## src/rtl/uart_char_rx_if.sv

```systemverilog
// UART character receiver bus: serial line in, character/enter/status out.
// Ports: rx (serial pin), char_out, enter, frame_err, busy.
interface uart_char_rx_if #(
  parameter int DATA_WIDTH = 8
);
  logic                  rx;
  logic [DATA_WIDTH-1:0] char_out;
  logic                  enter;
  logic                  frame_err;
  logic                  busy;

  modport master (
    output rx,
    input  char_out,
    input  enter,
    input  frame_err,
    input  busy
  );

  modport slave (
    input  rx,
    output char_out,
    output enter,
    output frame_err,
    output busy
  );
endinterface

```

## src/rtl/uart_char_rx.sv

```systemverilog
// 8N1 UART character receiver with programmable-width enter pulse.
// Ports: clk, reset_n (async low), bus (slave: rx in; char_out/enter/frame_err/busy out).
module uart_char_rx #(
  parameter int CLKS_PER_BIT = 868,
  parameter int DATA_WIDTH   = 8,
  parameter int ENTER_CYCLES = 4
) (
  input  logic     clk,
  input  logic     reset_n,
  uart_char_rx_if.slave bus
);

  localparam int CW = $clog2(CLKS_PER_BIT);
  localparam int IW = $clog2(DATA_WIDTH + 1);
  localparam int EW = $clog2(ENTER_CYCLES + 1);

  localparam logic [CW-1:0] HALF  = CW'(CLKS_PER_BIT / 2 - 1);
  localparam logic [CW-1:0] FULL  = CW'(CLKS_PER_BIT - 1);
  localparam logic [IW-1:0] LAST  = IW'(DATA_WIDTH - 1);
  localparam logic [EW-1:0] ELOAD = EW'(ENTER_CYCLES);

  typedef enum logic [1:0] {
    IDLE,
    START,
    DATA,
    STOP
  } state_e;

  state_e                state_q, state_d;
  logic                  rx_m_q, rx_s_q, rx_d_q;
  logic [CW-1:0]         cnt_q, cnt_d;
  logic [IW-1:0]         idx_q, idx_d;
  logic [DATA_WIDTH-1:0] sh_q, sh_d;
  logic [DATA_WIDTH-1:0] char_q, char_d;
  logic [EW-1:0]         ecnt_q, ecnt_d;
  logic                  enter_q;
  logic                  ferr_q, ferr_d;
  logic                  expire;

  always_ff @(posedge clk or negedge reset_n) begin
    if (!reset_n) begin
      rx_m_q  <= 1'b1;
      rx_s_q  <= 1'b1;
      rx_d_q  <= 1'b1;
      state_q <= IDLE;
      cnt_q   <= '0;
      idx_q   <= '0;
      sh_q    <= '0;
      char_q  <= '0;
      ecnt_q  <= '0;
      enter_q <= 1'b0;
      ferr_q  <= 1'b0;
    end else begin
      rx_m_q  <= bus.rx;
      rx_s_q  <= rx_m_q;
      rx_d_q  <= rx_s_q;
      state_q <= state_d;
      cnt_q   <= cnt_d;
      idx_q   <= idx_d;
      sh_q    <= sh_d;
      char_q  <= char_d;
      ecnt_q  <= ecnt_d;
      enter_q <= (ecnt_d != '0);
      ferr_q  <= ferr_d;
    end
  end

  assign expire = (cnt_q == '0);

  always_comb begin
    state_d = state_q;
    cnt_d   = expire ? cnt_q : cnt_q - 1'b1;
    idx_d   = idx_q;
    sh_d    = sh_q;
    char_d  = char_q;
    ferr_d  = 1'b0;
    ecnt_d  = (ecnt_q != '0) ? ecnt_q - 1'b1 : ecnt_q;
    unique case (state_q)
      IDLE: begin
        if (rx_d_q && !rx_s_q) begin
          state_d = START;
          cnt_d   = HALF;
        end
      end
      START: begin
        if (expire) begin
          if (!rx_s_q) begin
            state_d = DATA;
            cnt_d   = FULL;
            idx_d   = '0;
          end else begin
            state_d = IDLE;
          end
        end
      end
      DATA: begin
        if (expire) begin
          // LSB-first: each new bit enters at the top
          sh_d = sh_q >> 1;
          sh_d[DATA_WIDTH-1] = rx_s_q;
          cnt_d = FULL;
          if (idx_q == LAST) begin
            state_d = STOP;
          end else begin
            idx_d = idx_q + 1'b1;
          end
        end
      end
      STOP: begin
        if (expire) begin
          state_d = IDLE;
          if (rx_s_q) begin
            char_d = sh_q;
            ecnt_d = ELOAD;
          end else begin
            ferr_d = 1'b1;
          end
        end
      end
      default: state_d = IDLE;
    endcase
  end

  assign bus.char_out  = char_q;
  assign bus.enter     = enter_q;
  assign bus.frame_err = ferr_q;
  assign bus.busy      = (state_q != IDLE);

endmodule

```

## src/flat_wrapper.sv

```systemverilog
// flat-port wrapper written by rule: the top's interface ports become plain ports
module uart_char_rx_flat 
#(
  parameter int CLKS_PER_BIT = 868,
  parameter int DATA_WIDTH   = 8,
  parameter int ENTER_CYCLES = 4
)
  (clk, reset_n, bus_rx, bus_char_out, bus_enter, bus_frame_err, bus_busy);
  uart_char_rx_if #(.DATA_WIDTH(DATA_WIDTH)) bus_i ();
  input  logic clk;
  input  logic reset_n;
  input wire logic [$bits(bus_i.rx)-1:0] bus_rx;
  output wire logic [$bits(bus_i.char_out)-1:0] bus_char_out;
  output wire logic [$bits(bus_i.enter)-1:0] bus_enter;
  output wire logic [$bits(bus_i.frame_err)-1:0] bus_frame_err;
  output wire logic [$bits(bus_i.busy)-1:0] bus_busy;
  assign bus_i.rx = bus_rx;
  assign bus_char_out = bus_i.char_out;
  assign bus_enter = bus_i.enter;
  assign bus_frame_err = bus_i.frame_err;
  assign bus_busy = bus_i.busy;
  uart_char_rx #(.CLKS_PER_BIT(CLKS_PER_BIT), .DATA_WIDTH(DATA_WIDTH), .ENTER_CYCLES(ENTER_CYCLES)) u_core (.clk(clk), .reset_n(reset_n), .bus(bus_i));
endmodule
```

## config.mk

```make
export PLATFORM = sky130hd
export DESIGN_NAME = uart_char_rx_flat
export DESIGN_NICKNAME = d
export VERILOG_FILES = /design/src/rtl/uart_char_rx_if.sv /design/src/rtl/uart_char_rx.sv /design/src/flat_wrapper.sv
export SDC_FILE = /design/constraint.sdc
export NUM_CORES = 1
export LEC_CHECK = 0
export ABC_CLOCK_PERIOD_IN_PS = 7050
export BUFFER_PORTS_ARGS = -buffer_cell sky130_fd_sc_hd__buf_2
export CORE_ASPECT_RATIO = 0.6
export CORE_MARGIN = 2
export CORE_UTILIZATION = 40
export CTS_CLUSTER_SIZE = 20
export DETAILED_ROUTE_END_ITERATION = 10
export PLACE_DENSITY = 0.63
export SLEW_MARGIN = 20
export SYNTH_ARGS = -nofsm -noshare
export SYNTH_HDL_FRONTEND = slang
export SYNTH_SLANG_ARGS = --single-unit
```

## constraint.sdc

```tcl
create_clock -name clk -period 7.05 [get_ports clk]
set_input_delay 0.705 -clock clk [delete_from_list [all_inputs] [get_ports clk]]
set_output_delay 0.705 -clock clk [all_outputs]
set_load 0.05 [all_outputs]
```

Word-level counts from Yosys, hierarchy flattened
Cells that the tools add are included.

Eq/ne operators: 11. Reductions and logical operators: 12. Divide/modulo/power cells: 0. Shift-type cells: 0. Magnitude comparators: 0. Mux-type cells: 25. Add/sub/neg operators: 3. Bitwise gates (word level): 0. $mul: 0.

Operator list (count): $mux W10 (5); $pmux W10 S3 (1); $mux W4 (4); $mux W2 (6); $mux W3 (4); $logic_not A10 Y1 (1); $ne A2 B1 Y1 const B (5); $reduce_and A5 Y1 (2); $sub A10 B1 Y10 const B (1); $pmux W2 S4 (1); $pmux W4 S2 (1); $reduce_bool A3 Y1 (2); $add A4 B1 Y4 const B (1); $eq A2 B2 Y1 const B (2); $eq A4 B3 Y1 const B (1); $ne A2 B2 Y1 const B (2); $reduce_bool A2 Y1 (2); $mux W1 (3); $reduce_and A3 Y1 (1); $sub A3 B1 Y3 const B (1); $eq A2 B1 Y1 const B (1); $logic_not A2 Y1 (1); $reduce_and A2 Y1 (1); $logic_and A1 B1 Y1 (1); $logic_not A1 Y1 (1).

Bits of input ports: 3. Latch bits: 0. Memories: 0. Logic and storage cells: 62. Output and inout bits: 11. Bits in writable memories: 0. Register bits: 40. ROM bits: 0.

Longest topological paths before layout
Gate-level depths: netlist of the first run.

Depth in word-level cells: 6. Depth in mapped cells: 10. Depth with buffers taken out: 8.

Worst setup path before layout of the first run
OpenSTA, ideal clock, no wires.

Path type: reg-to-reg. Start: register u_core.cnt_q[0]. End: register u_core.cnt_q[0]. Setup slack: 4.759 ns. Library setup time: 0.131 ns. Data required time: 6.919 ns. Data arrival time: 2.159 ns. Clock period less this slack: 2.291 ns. Path buffers: 2. Stages on the path, launching flop included: 11. Cell sequence: dfrtp_1 inv_1 ha_1 or4b_1 buf_2 nor3_4 inv_2 buf_6 ha_1 o211ai_1 nand3_1.

Cells in the longest elaborated chain, start to end: 5. Elaborated cells on any way between the ends: 8. Classes of those cells: add/sub (1); mux (6); reduce/logical (1).

Ends and longest elaborated chain: start: declaration (line uart_char_rx.sv:31) `logic [CW-1:0] cnt_q, cnt_d;`; start signal: assignment (line uart_char_rx.sv:58) `cnt_q <= cnt_d;`; $sub A10 B1 Y10 or $logic_not A10 Y1 (tied branches) (line uart_char_rx.sv:72, uart_char_rx.sv:68); $mux W10 (line uart_char_rx.sv:72) `cnt_d = expire ? cnt_q : cnt_q - 1'b1;`; $mux W10 (line uart_char_rx.sv:87) `if (!rx_s_q) begin`; $mux W10 (line uart_char_rx.sv:86) `if (expire) begin`; $pmux W10 S3 * (line uart_char_rx.sv:78) `unique case (state_q)`; net u_core.cnt_d[0] (line uart_char_rx.sv:31).

Mark *: on every way through the listed nets, which the timed path passes. The rest lies on a longest branch. A chain may end at the register's enable or synchronous reset.

Worst setup path in the final report of the first run
Same ends and word-level chain as after synthesis.

==> results of run 1 <==
## layout by cell type, fill, tap and decap left out, types with 2 or more instances in the layout
cell type	count
o21ai_1	3
nor3_1	4
dfstp_2	3
a21oi_1	8
and3_1	3
dfrtp_1	37
o21ai_0	4
nand2_1	14
mux2_2	9
nand3_1	3
nand2b_1	5
o22ai_1	2
or3_1	5
o31ai_1	3
inv_1	9
ha_1	6
a211oi_1	2
nand4_1	2
a2111o_1	2
nor2_1	8
o211ai_1	4
a31oi_1	3
buf_2	13
clkbuf_8	5
mux2_1	7
or2_2	3
## registers in the layout (all words and copies together), names as in the netlist, named ones only
signal and flops:
u_core.cnt_q 10, u_core.bus.char_out 8, u_core.sh_q 8, u_core.idx_q 4, u_core.ecnt_q 3, u_core.bus.enter 1, u_core.bus.frame_err 1, u_core.rx_d_q 1
u_core.rx_m_q 1, u_core.rx_s_q 1, u_core.state_q 1
## critical path, cell delays in order, from the launching register on
cell and delay (ns):
dfrtp_1 0.43, inv_1 0.07, ha_1 0.27, or4b_1 0.59
nor3_4 0.43, inv_2 0.21, ha_1 0.32, o211ai_1 0.09
nand3_1 0.10
## per-stage QoR
stage	hold slack (ns)	utilization [%]
2_1_floorplan	0.345	-
3_3_place_gp	0.350	44.3
4_1_cts	0.363	46.8
3_5_place_dp	0.350	44.3
5_1_grt	0.365	46.8
6_report	0.360	46.8
## layer usage
layer / global-route usage [%] / vias up / wire length, um
met5: 0 / - / 0
met4: 5.67 / 0 / 40
met3: 3.64 / 5 / 271
met2: 22.5 / 55 / 1590
met1: 23.6 / 657 / 1840
li1: - / 660 / -
## logic make-up after synthesis
kind of cell | share of synthesized area (%)
compound gates | 13.0
fa+ha+maj | 3.91
buf+inv | 3.65
flops | 52.3
mux | 9.90
simple gates | 17.3
## power breakdown
group | total (uW) | internal [uW] | leakage, uW | switching (uW)
clock | 192 | 107 | 0.0000548 | 85.4
combinational | 175 | 75.6 | 0.000449 | 99.8
sequential | 310 | 265 | 0.000512 | 45.4
## area by class of cell
cell class | instances | area (um2)
clock buffer | 5 | 68.8
fill | 414 | 2440
clock inverter | 3 | 46.3
timing repair buffer | 13 | 65.1
inverter | 10 | 37.5
sequential | 40 | 1000
multi-input combinational | 118 | 846
tap | 63 | 78.8
## worst paths after layout
path,end,start,slack (ns),cells after the start
worst min-delay path,u_core.rx_s_q,u_core.rx_m_q,0.36,0
worst max-delay path,u_core.cnt_q[0],u_core.cnt_q[0],4.41,8
worst min register to register,u_core.rx_s_q,u_core.rx_m_q,0.36,0
min in group asynchronous,u_core.idx_q[0],reset_n,0.51,1
worst max register to register,u_core.cnt_q[0],u_core.cnt_q[0],4.41,8
max in group asynchronous,u_core.ecnt_q[2],reset_n,5.98,1
==> impl_metrics.json, run 1 <==
{
  "synth_seq_cells": 40,
  "synth_cell_type_count": 46,
  "criticalPathCategory": "flop to flop",
  "grt_overflow": 0,
  "drc": 0,
  "placementRows": 19,
  "cts.repair.resized": 0,
  "area_growth_syn_to_layout_pct": 11.8,
  "clk_latency_ns": 0.30,
  "cts_root_buf": "clkbuf_8",
  "grt_use_total_pct": 15.7,
  "drtAntennaViolNets": 0,
  "async_flop_share_pct": 100,
  "antenna_found_initial": 0,
  "start_util_pct": 41.9,
  "startpoint_type": "flop",
  "synthTopCellsByCount": "dfrtp_1, nand2_1, inv_1, mux2_2",
  "dpl.hpwl_um": 2600,
  "final_cell_area_um2": 2150,
  "gp_congestion": 0.799,
  "synth_most_common_cell": "dfrtp_1",
  "ios": 14,
  "wirelength_um": 3730,
  "layout-drive-gt1-share_pct": 21.2,
  "arrival_ns": 2.80,
  "grt_max_degree": 41,
  "vias": 1377,
  "synth_edf_count": 0,
  "hold_path.class": "flop to flop",
  "setup_viol": 0,
  "viasPerCell": 5.46,
  "netlist_instances": 174,
  "core-area_um2": 4590,
  "clock-sinks": 40,
  "drtIter0Drc": 155,
  "max_clock_freq_mhz": 379,
  "die_w_um": 93.5,
  "cts_hold_buf": 0,
  "tns_ns": 0,
  "finalPower_uw": 678,
  "finalNetCount": 197,
  "netlist_area_um2": 1920,
  "cts_setup_buffers": 0,
  "status": "completed",
  "ys.flop_type": "dfrtp_1",
  "end_kind": "flop",
  "ys_seq_area_share_pct": 52.3,
  "cts_buffers": 5,
  "p_leak_uw": 0.00102,
  "cp_data_required_time_ns": 7.22,
  "finalHoldViolations": 0,
  "period_minus_slack_ns": 2.64,
  "die_height_um": 57.7,
  "grt_pass1_wl_um": 6610,
  "synth_area_leaders": "dfrtp_1, mux2_2, dfstp_2",
  "rsz0062_at_grt": "no",
  "slew_headroom_pct": 41.9,
  "yosys.area.top_type": "dfrtp_1",
  "grt_pass1_vias": 1408,
  "worstMarginPinSlew_ns": 0.871,
  "powerDensity_nw_per_um2": 316,
  "setup_slack_ns": 4.41,
  "dieArea_um2": 5390,
  "finalClockSkew_ns": 0.0104,
  "finalMaxSlewViolations": 0,
  "first_pass_iters": 4,
  "portBuffers": 13,
  "h-tree-depth": 2,
  "drv_cap": 0,
  "place_ws_ns": 4.47,
  "yosys.area.top_type_share_pct": 48.2,
  "cts_tree": "built",
  "layout.cells.non_filler": 252,
  "clock_path_buffers": 2,
  "place_area_um2": 2030,
  "diodes": 0,
  "ir_drop_v": 0.000124,
  "fin_crit_sh_pct": 37.4,
  "synth_fp_nets": 183,
  "avgSynthCellArea_um2": 11.0,
  "path_max_fanout": 12,
  "wl_per_cell_um": 14.8,
  "dp.cells": 244,
  "ys_warn_count": 0,
  "cts.reportedPaths.clkPinSlew_ns": 0.09
}
No activity file was read; power rests on OpenSTA's default activity.
==> run 2, diff against run 1 <==
--- a/config.mk
+++ b/config.mk
@@ -5,7 +5,7 @@
 export SDC_FILE = /design/constraint.sdc
 export NUM_CORES = 1
 export LEC_CHECK = 0
-export ABC_CLOCK_PERIOD_IN_PS = 7050
+export ABC_CLOCK_PERIOD_IN_PS = 2650
 export BUFFER_PORTS_ARGS = -buffer_cell sky130_fd_sc_hd__buf_2
 export CORE_ASPECT_RATIO = 0.6
 export CORE_MARGIN = 2
==> constraint.sdc (replaced) <==
create_clock -name clk -period 2.65 [get_ports clk]
set_input_delay 0.265 -clock clk [delete_from_list [all_inputs] [get_ports clk]]
set_output_delay 0.265 -clock clk [all_outputs]
set_load 0.05 [all_outputs]
==> impl_metrics.json, run 2 (synthesis results as in run 1) <==
{
  "status": "completed",
  "wl_met1_um": 2010,
  "finalNetCount": 200,
  "layout-drive-gt1-share_pct": 21.9,
  "cts.repair.resized": 0,
  "dieArea_um2": 5390,
  "criticalPathCategory": "flop to flop",
  "antenna_found_initial": 0,
  "final_common_cell": "dfrtp_1",
  "finalMaxSlewViolations": 0,
  "wl_per_cell_um": 15.1,
  "first_pass_iters": 4,
  "drtIter0Drc": 101,
  "drtAntennaViolNets": 0,
  "cts_setup_buffers": 0,
  "viasPerCell": 5.31,
  "dp.cells": 247,
  "core-area_um2": 4590,
  "clk_latency_ns": 0.29,
  "drc": 0,
  "gp_congestion": 0.823,
  "grt_use_total_pct": 16.3,
  "layout_common_cells": "dfrtp_1, nand2_1, buf_2",
  "tns_ns": 0,
  "cp_data_required_time_ns": 2.83,
  "wirelength_um": 3860,
  "setup_viol": 0,
  "clock-sinks": 40,
  "grt_overflow": 0,
  "path_max_fanout": 12,
  "ios": 14,
  "powerDensity_nw_per_um2": 829,
  "diodes": 0,
  "largest_reg_flops": 10,
  "finalHoldViolations": 0,
  "h-tree-depth": 2,
  "portBuffers": 13,
  "whs_ns": 0.0691,
  "arrival_ns": 2.57,
  "startpoint_type": "flop",
  "finalClockSkew_ns": 0.00324,
  "largest_register": "u_core.cnt_q",
  "end_kind": "flop",
  "fin_crit_sh_pct": 90.3,
  "grt_pass1_vias": 1338,
  "die_height_um": 57.7,
  "worstMarginPinSlew_ns": 0.898,
  "max_clock_freq_mhz": 418,
  "start_util_pct": 41.9,
  "dpl.hpwl_um": 2690,
  "cts_root_buf": "clkbuf_8",
  "clock_path_buffers": 2,
  "placementRows": 19,
  "grt_pass1_wl_um": 6730,
  "grt_max_degree": 41,
  "finalPower_uw": 1790,
  "drv_cap": 0,
  "hold_path.class": "input pin to flop",
  "postLayoutCoreUtil_pct": 47.1,
  "die_w_um": 93.5,
  "vias": 1355,
  "cts.reportedPaths.clkPinSlew_ns": 0.08,
  "top_layer": "met4",
  "period_minus_slack_ns": 2.39,
  "layout.cells.non_filler": 255,
  "cts_hold_buf": 0,
  "cts_buffers": 5,
  "met3WireLength_um": 165,
  "area_growth_syn_to_layout_pct": 12.6,
  "p_leak_uw": 0.00103,
  "slew_headroom_pct": 40.1,
  "rsz0062_at_grt": "no",
  "route.met2.wl_um": 1660,
  "ir_drop_v": 0.000272,
  "cts_tree": "built"
}
[run 2: through the flow]
stage	setup WS, ns	cell area [um2]
6_report	0.258	2160
2_1_floorplan	0.359	1920
5_1_grt	0.115	2160
3_3_place_gp	0.360	2050
3_5_place_dp	0.293	2050
4_1_cts	0.265	2160
[run 2: per-layer routing]
layer	up-vias	track usage (%)
li1	661	-
met1	664	25.0
met2	28	22.1
met3	2	4.03
met4	0	6.30
met5	-	0
[run 2: cell type report]
| class | count | area (um2) |
|---|---|---|
| Clock buffer | 6 | 72.6 |
| Clock inverter | 2 | 35.0 |
| Fill cell | 423 | 2430 |
| Inverter | 10 | 37.5 |
| Multi-Input combinational cell | 118 | 846 |
| Sequential cell | 40 | 1000 |
| Tap cell | 63 | 78.8 |
| Timing Repair Buffer | 16 | 87.6 |
[run 2: power by group]
part           leakage [uW]  internal (uW)  switching [uW]
combinational      0.000466            205             271
sequential         0.000512            705             123
clock             0.0000552            279             209
[run 2: worst paths after layout]
path	startpoint	endpoint	slack [ns]	cells after the start
max in group asynchronous	reset_n	u_core.cnt_q[6]	2.00	1
worst max-delay path	u_core.cnt_q[0]	u_core.bus.char_out[5]	0.26	6
min in group asynchronous	reset_n	async pin	0.10	1
worst min register to register	u_core.rx_m_q	u_core.rx_s_q	0.36	0
worst min-delay path	bus_rx	u_core.rx_m_q	0.07	1
worst max register to register	u_core.cnt_q[0]	u_core.bus.char_out[5]	0.26	6
[run 2: worst max-delay path: stages (launching register included)]
cell	delay, ns
dfrtp_1	0.41
inv_1	0.07
ha_1	0.26
nor4b_2	0.29
nand2_1	0.11
or4_1	0.73
mux2_1	0.40
